`config.mk`:
```
export PLATFORM = sky130hd
export DESIGN_NAME = hazard_scoreboard
export DESIGN_NICKNAME = d
export VERILOG_FILES = /design/src/rtl/hazard_scoreboard.sv
export SDC_FILE = /design/constraint.sdc
export NUM_CORES = 1
export LEC_CHECK = 0
export ABC_AREA = 1
export CORE_MARGIN = 4
export CORE_UTILIZATION = 40
export DETAILED_ROUTE_END_ITERATION = 12
export HOLD_SLACK_MARGIN = 0.15
export MAX_ROUTING_LAYER = met4
export PLACE_DENSITY = 0.59
export SLEW_MARGIN = 0
export SYNTH_ARGS = -nofsm -noshare
export SYNTH_HDL_FRONTEND = slang
export SYNTH_SLANG_ARGS = --single-unit
```
`constraint.sdc`:
```
create_clock -name clk -period 13.7 [get_ports clk]
set_input_delay 2.74 -clock clk [delete_from_list [all_inputs] [get_ports clk]]
set_output_delay 2.74 -clock clk [all_outputs]
set_load 0.05 [all_outputs]
```
`src/rtl/hazard_scoreboard.sv`:
```
// hazard_scoreboard: per-register scoreboard for the in-order pipeline.
// Each architectural register (x0 excluded) records whether a result is still
// in flight, how many cycles remain until it reaches the bypass network (cnt),
// and which bypass stage holds it once it has arrived (age). Decode is stalled
// on RAW and WAW hazards, bypass selects are produced per source, and a
// one-deep shadow allows the instruction issued last cycle to be rolled back on flush.
//
// Decode handshake: dec_valid offers the decode instruction; issue is the accept
// and is asserted only when dec_valid is high and neither stall, hold nor flush
// blocks it. The instruction is consumed on the rising edge where issue is high;
// with issue low, decode must present the same instruction again next cycle.
module hazard_scoreboard #(
  parameter int NUM_REGS = 32,
  parameter int REG_W    = 5,
  parameter int MAX_LAT  = 8,
  parameter int LAT_W    = 4,
  parameter int NUM_FWD  = 3,
  parameter int STG_W    = $clog2(NUM_FWD)
) (
  input  logic             clk,
  input  logic             rst,
  input  logic             dec_valid,
  input  logic [REG_W-1:0] dec_src1,
  input  logic [REG_W-1:0] dec_src2,
  input  logic             dec_use_src1,
  input  logic             dec_use_src2,
  input  logic [REG_W-1:0] dec_dst,
  input  logic             dec_reg_write,
  input  logic [LAT_W-1:0] dec_lat,
  input  logic             hold,
  input  logic             flush,
  input  logic             wb_valid,
  input  logic [REG_W-1:0] wb_dst,
  output logic             issue,
  output logic             stall,
  output logic             byp_src1,
  output logic             byp_src2,
  output logic [STG_W-1:0] byp_stage1,
  output logic [STG_W-1:0] byp_stage2,
  output logic [31:0]      perf_stall_cycles
);

  localparam logic [LAT_W-1:0] LAT_ONE = LAT_W'(1);
  localparam logic [LAT_W-1:0] LAT_MAX = LAT_W'(MAX_LAT);
  localparam logic [STG_W-1:0] AGE_MAX = STG_W'(NUM_FWD - 1);

  // Per-register scoreboard state
  logic             busy_q [NUM_REGS];
  logic             busy_d [NUM_REGS];
  logic [LAT_W-1:0] cnt_q  [NUM_REGS];
  logic [LAT_W-1:0] cnt_d  [NUM_REGS];
  logic [STG_W-1:0] age_q  [NUM_REGS];
  logic [STG_W-1:0] age_d  [NUM_REGS];

  // One-deep rollback shadow: prior entry of the register written by the last issue
  logic             sh_valid_q, sh_valid_d;
  logic [REG_W-1:0] sh_idx_q,   sh_idx_d;
  logic             sh_busy_q,  sh_busy_d;
  logic [LAT_W-1:0] sh_cnt_q,   sh_cnt_d;
  logic [STG_W-1:0] sh_age_q,   sh_age_d;

  logic [31:0]      perf_q, perf_d;

  logic [LAT_W-1:0] lat_eff;
  logic             raw1, raw2, waw, alloc;

  // Hazard detection, issue decision and bypass selection for the decode instruction
  always_comb begin
    // A zero latency is illegal; it behaves as a single-cycle producer.
    lat_eff    = (dec_lat == '0) ? LAT_ONE : dec_lat;
    raw1       = dec_valid & dec_use_src1 & busy_q[dec_src1] & (cnt_q[dec_src1] != '0);
    raw2       = dec_valid & dec_use_src2 & busy_q[dec_src2] & (cnt_q[dec_src2] != '0);
    // An older producer finishing at or after the new one would overwrite it.
    waw        = dec_valid & dec_reg_write & (dec_dst != '0) & busy_q[dec_dst] &
                 (cnt_q[dec_dst] >= lat_eff);
    stall      = raw1 | raw2 | waw;
    issue      = dec_valid & ~stall & ~hold & ~flush;
    alloc      = issue & dec_reg_write & (dec_dst != '0);
    byp_src1   = dec_use_src1 & busy_q[dec_src1] & (cnt_q[dec_src1] == '0);
    byp_src2   = dec_use_src2 & busy_q[dec_src2] & (cnt_q[dec_src2] == '0);
    byp_stage1 = byp_src1 ? age_q[dec_src1] : '0;
    byp_stage2 = byp_src2 ? age_q[dec_src2] : '0;
  end

  // Next-state of each entry: rollback or countdown, then allocation, then writeback clear
  always_comb begin
    busy_d[0] = 1'b0;
    cnt_d[0]  = '0;
    age_d[0]  = '0;
    for (int r = 1; r < NUM_REGS; r++) begin
      busy_d[r] = busy_q[r];
      cnt_d[r]  = cnt_q[r];
      age_d[r]  = age_q[r];
      if (flush && sh_valid_q && (sh_idx_q == REG_W'(r))) begin
        // Restored entry skips this cycle's countdown.
        busy_d[r] = sh_busy_q;
        cnt_d[r]  = sh_cnt_q;
        age_d[r]  = sh_age_q;
      end else if (!hold && busy_q[r]) begin
        if (cnt_q[r] != '0) begin
          cnt_d[r] = cnt_q[r] - LAT_ONE;
        end else if (age_q[r] != AGE_MAX) begin
          age_d[r] = age_q[r] + STG_W'(1);
        end
      end
      // A new producer for this register takes precedence over a retiring writeback.
      if (alloc && (dec_dst == REG_W'(r))) begin
        busy_d[r] = 1'b1;
        cnt_d[r]  = lat_eff - LAT_ONE;
        age_d[r]  = '0;
      end else if (wb_valid && (wb_dst == REG_W'(r))) begin
        busy_d[r] = 1'b0;
        cnt_d[r]  = '0;
        age_d[r]  = '0;
      end
    end
  end

  // Shadow capture on allocation and stall-cycle counting
  always_comb begin
    sh_valid_d = alloc;
    sh_idx_d   = sh_idx_q;
    sh_busy_d  = sh_busy_q;
    sh_cnt_d   = sh_cnt_q;
    sh_age_d   = sh_age_q;
    if (alloc) begin
      sh_idx_d  = dec_dst;
      sh_busy_d = busy_q[dec_dst];
      sh_cnt_d  = cnt_q[dec_dst];
      sh_age_d  = age_q[dec_dst];
    end
    perf_d = perf_q;
    if (stall && !hold && !flush) begin
      perf_d = perf_q + 32'd1;
    end
  end

  // State registers with asynchronous clear
  always_ff @(posedge clk or posedge rst) begin
    if (rst) begin
      for (int r = 0; r < NUM_REGS; r++) begin
        busy_q[r] <= 1'b0;
        cnt_q[r]  <= '0;
        age_q[r]  <= '0;
      end
      sh_valid_q <= 1'b0;
      sh_idx_q   <= '0;
      sh_busy_q  <= 1'b0;
      sh_cnt_q   <= '0;
      sh_age_q   <= '0;
      perf_q     <= '0;
    end else begin
      for (int r = 0; r < NUM_REGS; r++) begin
        busy_q[r] <= busy_d[r];
        cnt_q[r]  <= cnt_d[r];
        age_q[r]  <= age_d[r];
      end
      sh_valid_q <= sh_valid_d;
      sh_idx_q   <= sh_idx_d;
      sh_busy_q  <= sh_busy_d;
      sh_cnt_q   <= sh_cnt_d;
      sh_age_q   <= sh_age_d;
      perf_q     <= perf_d;
    end
  end

  assign perf_stall_cycles = perf_q;

  // A valid decode must carry a latency in 1..MAX_LAT.
  lat_legal: assert property (@(posedge clk) disable iff (rst)
    dec_valid |-> ((dec_lat != '0) && (dec_lat <= LAT_MAX)));

endmodule

```
# ---- Yosys cells after proc, flatten, opt, wreduce, memory -nomap -nowiden
# Cells that the tools add are included.
dict set report totals {
  latch_bits 0
  ram_bits 0
  mem_count 0
  input_bits 33
  word_cells 1165
  rom_bits 0
  ff_bits 262
}
dict set report classes {
  order_cmp 4
  n_eq_ne 155
  mux 464
  div_mod_pow 0
  n_addsub 64
  shifts 0
  n_reduce_logical 352
  bitwise 27
  n_mul 0
}
# op n
set op_table {}
lappend op_table {{4-bit two-way mux} 162}
lappend op_table {{4-bit nonzero test} 126}
lappend op_table {{2-bit two-way mux} 194}
lappend op_table {{5-bit == test, second input constant} 48}
lappend op_table {{4-bit by 1-bit subtractor with 4-bit output, second input constant} 32}
lappend op_table {{1-bit logical AND} 127}
lappend op_table {{4-bit by 2-bit != test with 1-bit output, second input constant} 31}
lappend op_table {{5-bit by 4-bit == test with 1-bit output, second input constant} 24}
lappend op_table {{1-bit two-way mux} 99}
lappend op_table {{3-bit AND reduction} 31}
lappend op_table {{3-bit nonzero test} 31}
lappend op_table {{2-bit by 1-bit adder with 2-bit output, second input constant} 31}
lappend op_table {{2-bit != test, second input constant} 31}
lappend op_table {{2-bit AND reduction} 31}
lappend op_table {{4-bit binary-select mux with 5-bit select} 3}
lappend op_table {{5-bit by 3-bit == test with 1-bit output, second input constant} 12}
lappend op_table {{32-bit by 1-bit adder with 32-bit output, second input constant} 1}
lappend op_table {{2-bit binary-select mux with 5-bit select} 3}
lappend op_table {{5-bit by 2-bit == test with 1-bit output, second input constant} 6}
lappend op_table {{1-bit AND} 19}
lappend op_table {{6-bit >= comparator, second input constant} 3}
lappend op_table {{5-bit NOT with 6-bit output} 3}
lappend op_table {{1-bit binary-select mux with 5-bit select} 3}
lappend op_table {{5-bit by 1-bit == test with 1-bit output, second input constant} 3}
lappend op_table {{other kinds (6)} 12}

# ---- Longest topological paths before layout
dict set report depth {
  ltp_word 17
  mapped_depth 26
  mapped_depth_nobuf 23
}

# ---- Worst setup path after synthesis
# Ideal clock, no wire load.
dict set report synth_path {
  path_type {input -> output}
  from {in dec_src1[0]}
  to {out byp_stage1[0]}
  cell_stages 15
  arrival_time_ns 5.717
  slack_ns 5.243
  cell_sequence {buf_4 -> inv_2 -> buf_4 -> nand2_4 -> o21ai_0 -> inv_1 -> nand2_1 -> nand2_1 -> nand2_1 -> nand2_1 -> nand3_1 -> nand2_1 -> nor3_1 -> inv_1 -> a21oi_1}
}
dict set report synth_between {
  elab_chain_len 7
  elab_cells_between_ends 14
  classes_between {mux (10); bitwise (3); reduce/logical (1)}
}
# element line_no
set synth_rtl {}
lappend synth_rtl {{start, declared} 23} ;# input logic [REG_W-1:0] dec_src1,
lappend synth_rtl {{5-bit NOT with 6-bit output (implied by the code) (*)} 79} ;# byp_src1 = dec_use_src1 & busy_q[dec_src1] & (cnt_q[dec_src1] == '0);
lappend synth_rtl {{4-bit binary-select mux with 5-bit select / 1-bit binary-select mux with 5-bit select (equally long branches)} 79}
lappend synth_rtl {{4-bit two-way mux (implied by the code) / 1-bit two-way mux (equally long branches) (2 in a row)} 79}
lappend synth_rtl {{4-bit zero test / 1-bit AND (equally long branches)} 79}
lappend synth_rtl {{1-bit AND (*)} 79}
lappend synth_rtl {{via byp_src1} 36} ;# output logic byp_src1,
lappend synth_rtl {{2-bit two-way mux (*)} 81} ;# byp_stage1 = byp_src1 ? age_q[dec_src1] : '0;
lappend synth_rtl {{end, declared} 38} ;# output logic [STG_W-1:0] byp_stage1,
# The timed path passes the listed nets; every way through them passes the cells marked *. The select of a mux whose other input is x is not followed.

# ---- Worst setup path after layout
dict set report layout_path {
  from {in dec_dst[1]}
  to {out issue}
}
dict set report layout_between {
  elab_chain_len 11
  elab_cells_between_ends 17
  classes_between {order compare (1); mux (6); bitwise (9); reduce/logical (1)}
}
# element line_no
set layout_rtl {}
lappend layout_rtl {{start, declared} 27} ;# input logic [REG_W-1:0] dec_dst,
lappend layout_rtl {{5-bit NOT with 6-bit output (implied by the code)} {74, 75}}
lappend layout_rtl {{4-bit binary-select mux with 5-bit select / 1-bit binary-select mux with 5-bit select (equally long branches)} {75, 74}}
lappend layout_rtl {{4-bit two-way mux (implied by the code) / 1-bit two-way mux (equally long branches) (2 in a row)} {75, 74}}
lappend layout_rtl {{4-bit >= comparator / 1-bit AND (equally long branches)} {75, 74}}
lappend layout_rtl {{1-bit AND (*)} 74} ;# waw = dec_valid & dec_reg_write & (dec_dst != '0) & busy_q[dec_dst] &
lappend layout_rtl {{1-bit bitwise OR (*)} 76} ;# stall = raw1 | raw2 | waw;
lappend layout_rtl {{1-bit NOT (*)} 77} ;# issue = dec_valid & ~stall & ~hold & ~flush;
lappend layout_rtl {{1-bit AND (*) (3 in a row)} 77}
lappend layout_rtl {{end, declared} 34} ;# output logic issue,
# Every way passes the cells marked *; elsewhere a longest branch is shown, timed or not. The select of a mux whose other input is x is not followed.

==> flow_metrics.tcl <==
set metrics [dict create \
    r2r_cells 18 \
    path_max_fanout 23 \
    rsz0062_at_grt "no" \
    num_vias 28700 \
    grt_pass1_vias 26300 \
    yosysWarnings 0 \
    syn_nets 3869 \
    place_area_sq_mm 0.0255 \
    multiInputGateArea_sq_mm 0.0152 \
    fin_setup_tns_ns 0 \
    synth-seq-cells 262 \
    overflow 0 \
    final_area_sq_mm 0.0268 \
    clock_path_buffers 3 \
    vias_per_cell 6.33 \
    powerDensity_mw_per_mm2 206 \
    r2r_slack_ns 8.03 \
    maxCapViolations 0 \
    netlist_instances 3766 \
    place_congestion 1.09 \
    end_kind "primary output" \
    critPathLaunchType "input pin" \
    layout_common_cells "838 x nand2_1, 448 x nor2_1, 405 x inv_1, 383 x nand3_1, 325 x o21ai_0" \
    numCtsBuffers 38 \
    register_area_sq_mm 0.00656 \
    ant_nets 0 \
    start_util_pct 40.4 \
    irDropWorstVdd_v 0.000111 \
    final_common_cell "nand2_1" \
    grt_pass1_wl_um 179000 \
    synth_area_sq_mm 0.0243 \
    critical_path_class "input pin to primary output" \
    cts-hold-fix-buffers 0 \
    postCtsSetupBuffers 0 \
    maxSlewHeadroom_pct 20.1 \
    pin_count 73 \
    dr.pass1.iters 6 \
    worstMarginPinSlew_ns 1.20 \
    clock_latency_ns 0.60 \
    critical_path_required_ns 10.96 \
    hp-class "flip-flop to flip-flop" \
    fin_worst_skew_ns 0.0365 \
    routed_wl_um 124000 \
    hold_depth 1 \
    port_buffers 72 \
    cts_max_level 2 \
    grtUsageTotal_pct 38.3 \
    nFillCells 6452 \
    async_reset_ff_share_pct 100 \
    arrival_ns 8.75 \
    clockRootBuffer "clkbuf_16" \
    holdCritStartpoint "perf_stall_cycles[2]$_DFFE_PP0P_" \
    status "complete, no violations" \
    grt_max_degree 91 \
    drt_iter0_markers 3738 \
    fin_crit_ns 11.49 \
    die_h_um 255 \
    synth_area_per_cell_sq_um 6.46 \
    min_period_over_period_pct 83.9 \
    startpoint "dec_dst[1]" \
    die_w_um 255 \
    areaGrowthSynthToFinish_pct 10.1 \
    worstHoldEndpoint "perf_stall_cycles[2]$_DFFE_PP0P_" \
    slew_viol_final 0 \
    cts_sinks 262 \
    rows 90 \
    synth_cell_types 48 \
    timing.rr.start "cnt_q[50]$_DFFE_PP0P_" \
    die_area_sq_mm 0.0648 \
    dpl.hpwl_um 89900 \
    ys.flop_type "dfrtp_1" \
    finalHoldWorstSlack_ns 0.520 \
    final_layout_size_suffix_gt1_share_pct 4.11 \
    cts_tree "done" \
    drc 0 \
    seq_area_frac_synth_pct 26.9 \
    cts_resized 0 \
    hold_viol_final 0 \
    coreArea_sq_mm 0.0602 \
    regToRegEndpoint "sh_cnt_q[1]$_DFFE_PP0P_" \
    setup_viol 0 \
    synth-edff-count 0 \
    p_leak_nw 11.9 \
    nNetsFinal 3822 \
    fmax_mhz 87.0 \
    wl_per_cell_um 27.3 \
    grt_antenna_before_repair 7 \
    clk_pin_slew_ns 0.06 \
]
## sequential cells by signal (all words and copies together) (netlist names)
register           flops
busy_q                31
age_q                 62
sh_busy_q              1
sh_cnt_q               4
cnt_q                124
perf_stall_cycles     32
sh_valid_q             1
sh_idx_q               5
sh_age_q               2
## where the power goes
group	internal [mW]	total (mW)	switching, mW
registers	1.10	1.54	0.446
logic	0.980	2.93	1.95
clock network	0.615	1.04	0.421
## through the flow
step / utilization (%) / setup slack, ns / total power [mW] / instances
2_1_floorplan: - / 3.75 / 3.30 / 3766
3_3_place_gp: 42.3 / 2.37 / 4.40 / 4461
3_5_place_dp: 42.3 / 2.37 / 4.37 / 4461
4_1_cts: 44.4 / 2.34 / 5.43 / 4531
5_1_grt: 44.5 / 2.05 / 5.86 / 4537
6_report: 44.5 / 2.21 / 5.51 / 4538
## cell type report
| cell class | count | share of cell area, % |
|---|---|---|
| diodes | 7 | 0.0654 |
| clock buffers | 53 | 4.06 |
| clock inverters | 17 | 0.710 |
| inverters | 438 | 6.18 |
| multi-input cells | 2858 | 56.8 |
| flip-flops and latches | 262 | 24.5 |
| well taps | 782 | 3.65 |
| repair buffers | 121 | 4.03 |
## per-layer routing
metal / track usage [%] / up-vias / share of wire [%]
met2: 56.4 / 1761 / 43
met5: - / - / 0
met3: 7.39 / 443 / 10
met1: 49.4 / 13400 / 40
met4: 21.8 / 0 / 6.8
li1: - / 13100 / -
## logic make-up (layout without fill, tap and decap cells)
family,after synthesis,count (layout),synth area share (%)
flip-flops,262,262,26.9
adder cells (fa/ha/maj),70,70,3.60
multiplexers,1,1,0.0411
XOR/XNOR,62,62,2.23
AO/OA/AOI/OAI,889,889,23.9
other,0,7,0
AND/OR/NAND/NOR,1836,1836,32.6
buffers and inverters,646,629,10.7
## cell usage after synthesis, types with 3 or more instances
master	count	share of area, %
o2111ai_1	127	4.6
nor2_1	449	6.9
inv_1	409	6.3
dfrtp_1	262	27
nand4_1	71	1.8
o22ai_1	95	2.4
nand3_1	383	7.9
a221oi_1	8	0.29
o21ai_0	325	6.7
nand2_1	840	13
buf_4	6	0.19
clkbuf_1	114	1.8
xnor2_1	30	1.1
nor4_1	36	0.93
a211oi_1	69	2.1
o221ai_1	21	0.76
nor3_1	34	0.70
buf_2	59	1.2
nand4_4	10	0.87
a31oi_1	6	0.15
o211ai_1	46	1.4
o21ai_1	12	0.25
clkinv_1	20	0.31
buf_6	11	0.51
nor2_4	3	0.14
xor2_1	32	1.2
ha_1	70	3.6
buf_1	18	0.28
o311ai_0	76	2.7
a21oi_1	76	1.6
inv_2	8	0.12
a22oi_1	18	0.56
o31ai_1	3	0.093
nor2_2	3	0.077
## worst max-delay path, stage by stage
cell and delay [ns]:
clkdlybuf4s50_1 0.57, nor2_2 0.14, buf_4 0.33, clkinv_1 0.64, buf_4 0.47, o22ai_1 0.15, o21ai_0 0.12, nand4_1 0.18
nor2_1 0.06, a41oi_1 0.24, ha_1 0.30, inv_1 0.06, nor2_1 0.03, o211ai_1 0.15, nand3_1 0.10, nand3_1 0.07
nand3b_1 0.11, nand2_1 0.09, nor2_4 0.91, nand2_1 0.31, inv_1 0.14, clkdlybuf4s50_1 0.81
## worst max-delay path by stage
| stage | depth (start not counted) | end |
|---|---|---|
| final | 22 | issue |
| after global routing | 22 | issue |
| after CTS | 22 | issue |
| after detailed placement | 22 | issue |
| after global placement | 22 | issue |
| after floorplan | 1 | age_q[0]$_DFFE_PP0P_ |
Note: power is estimated with default switching activity, not from simulation.
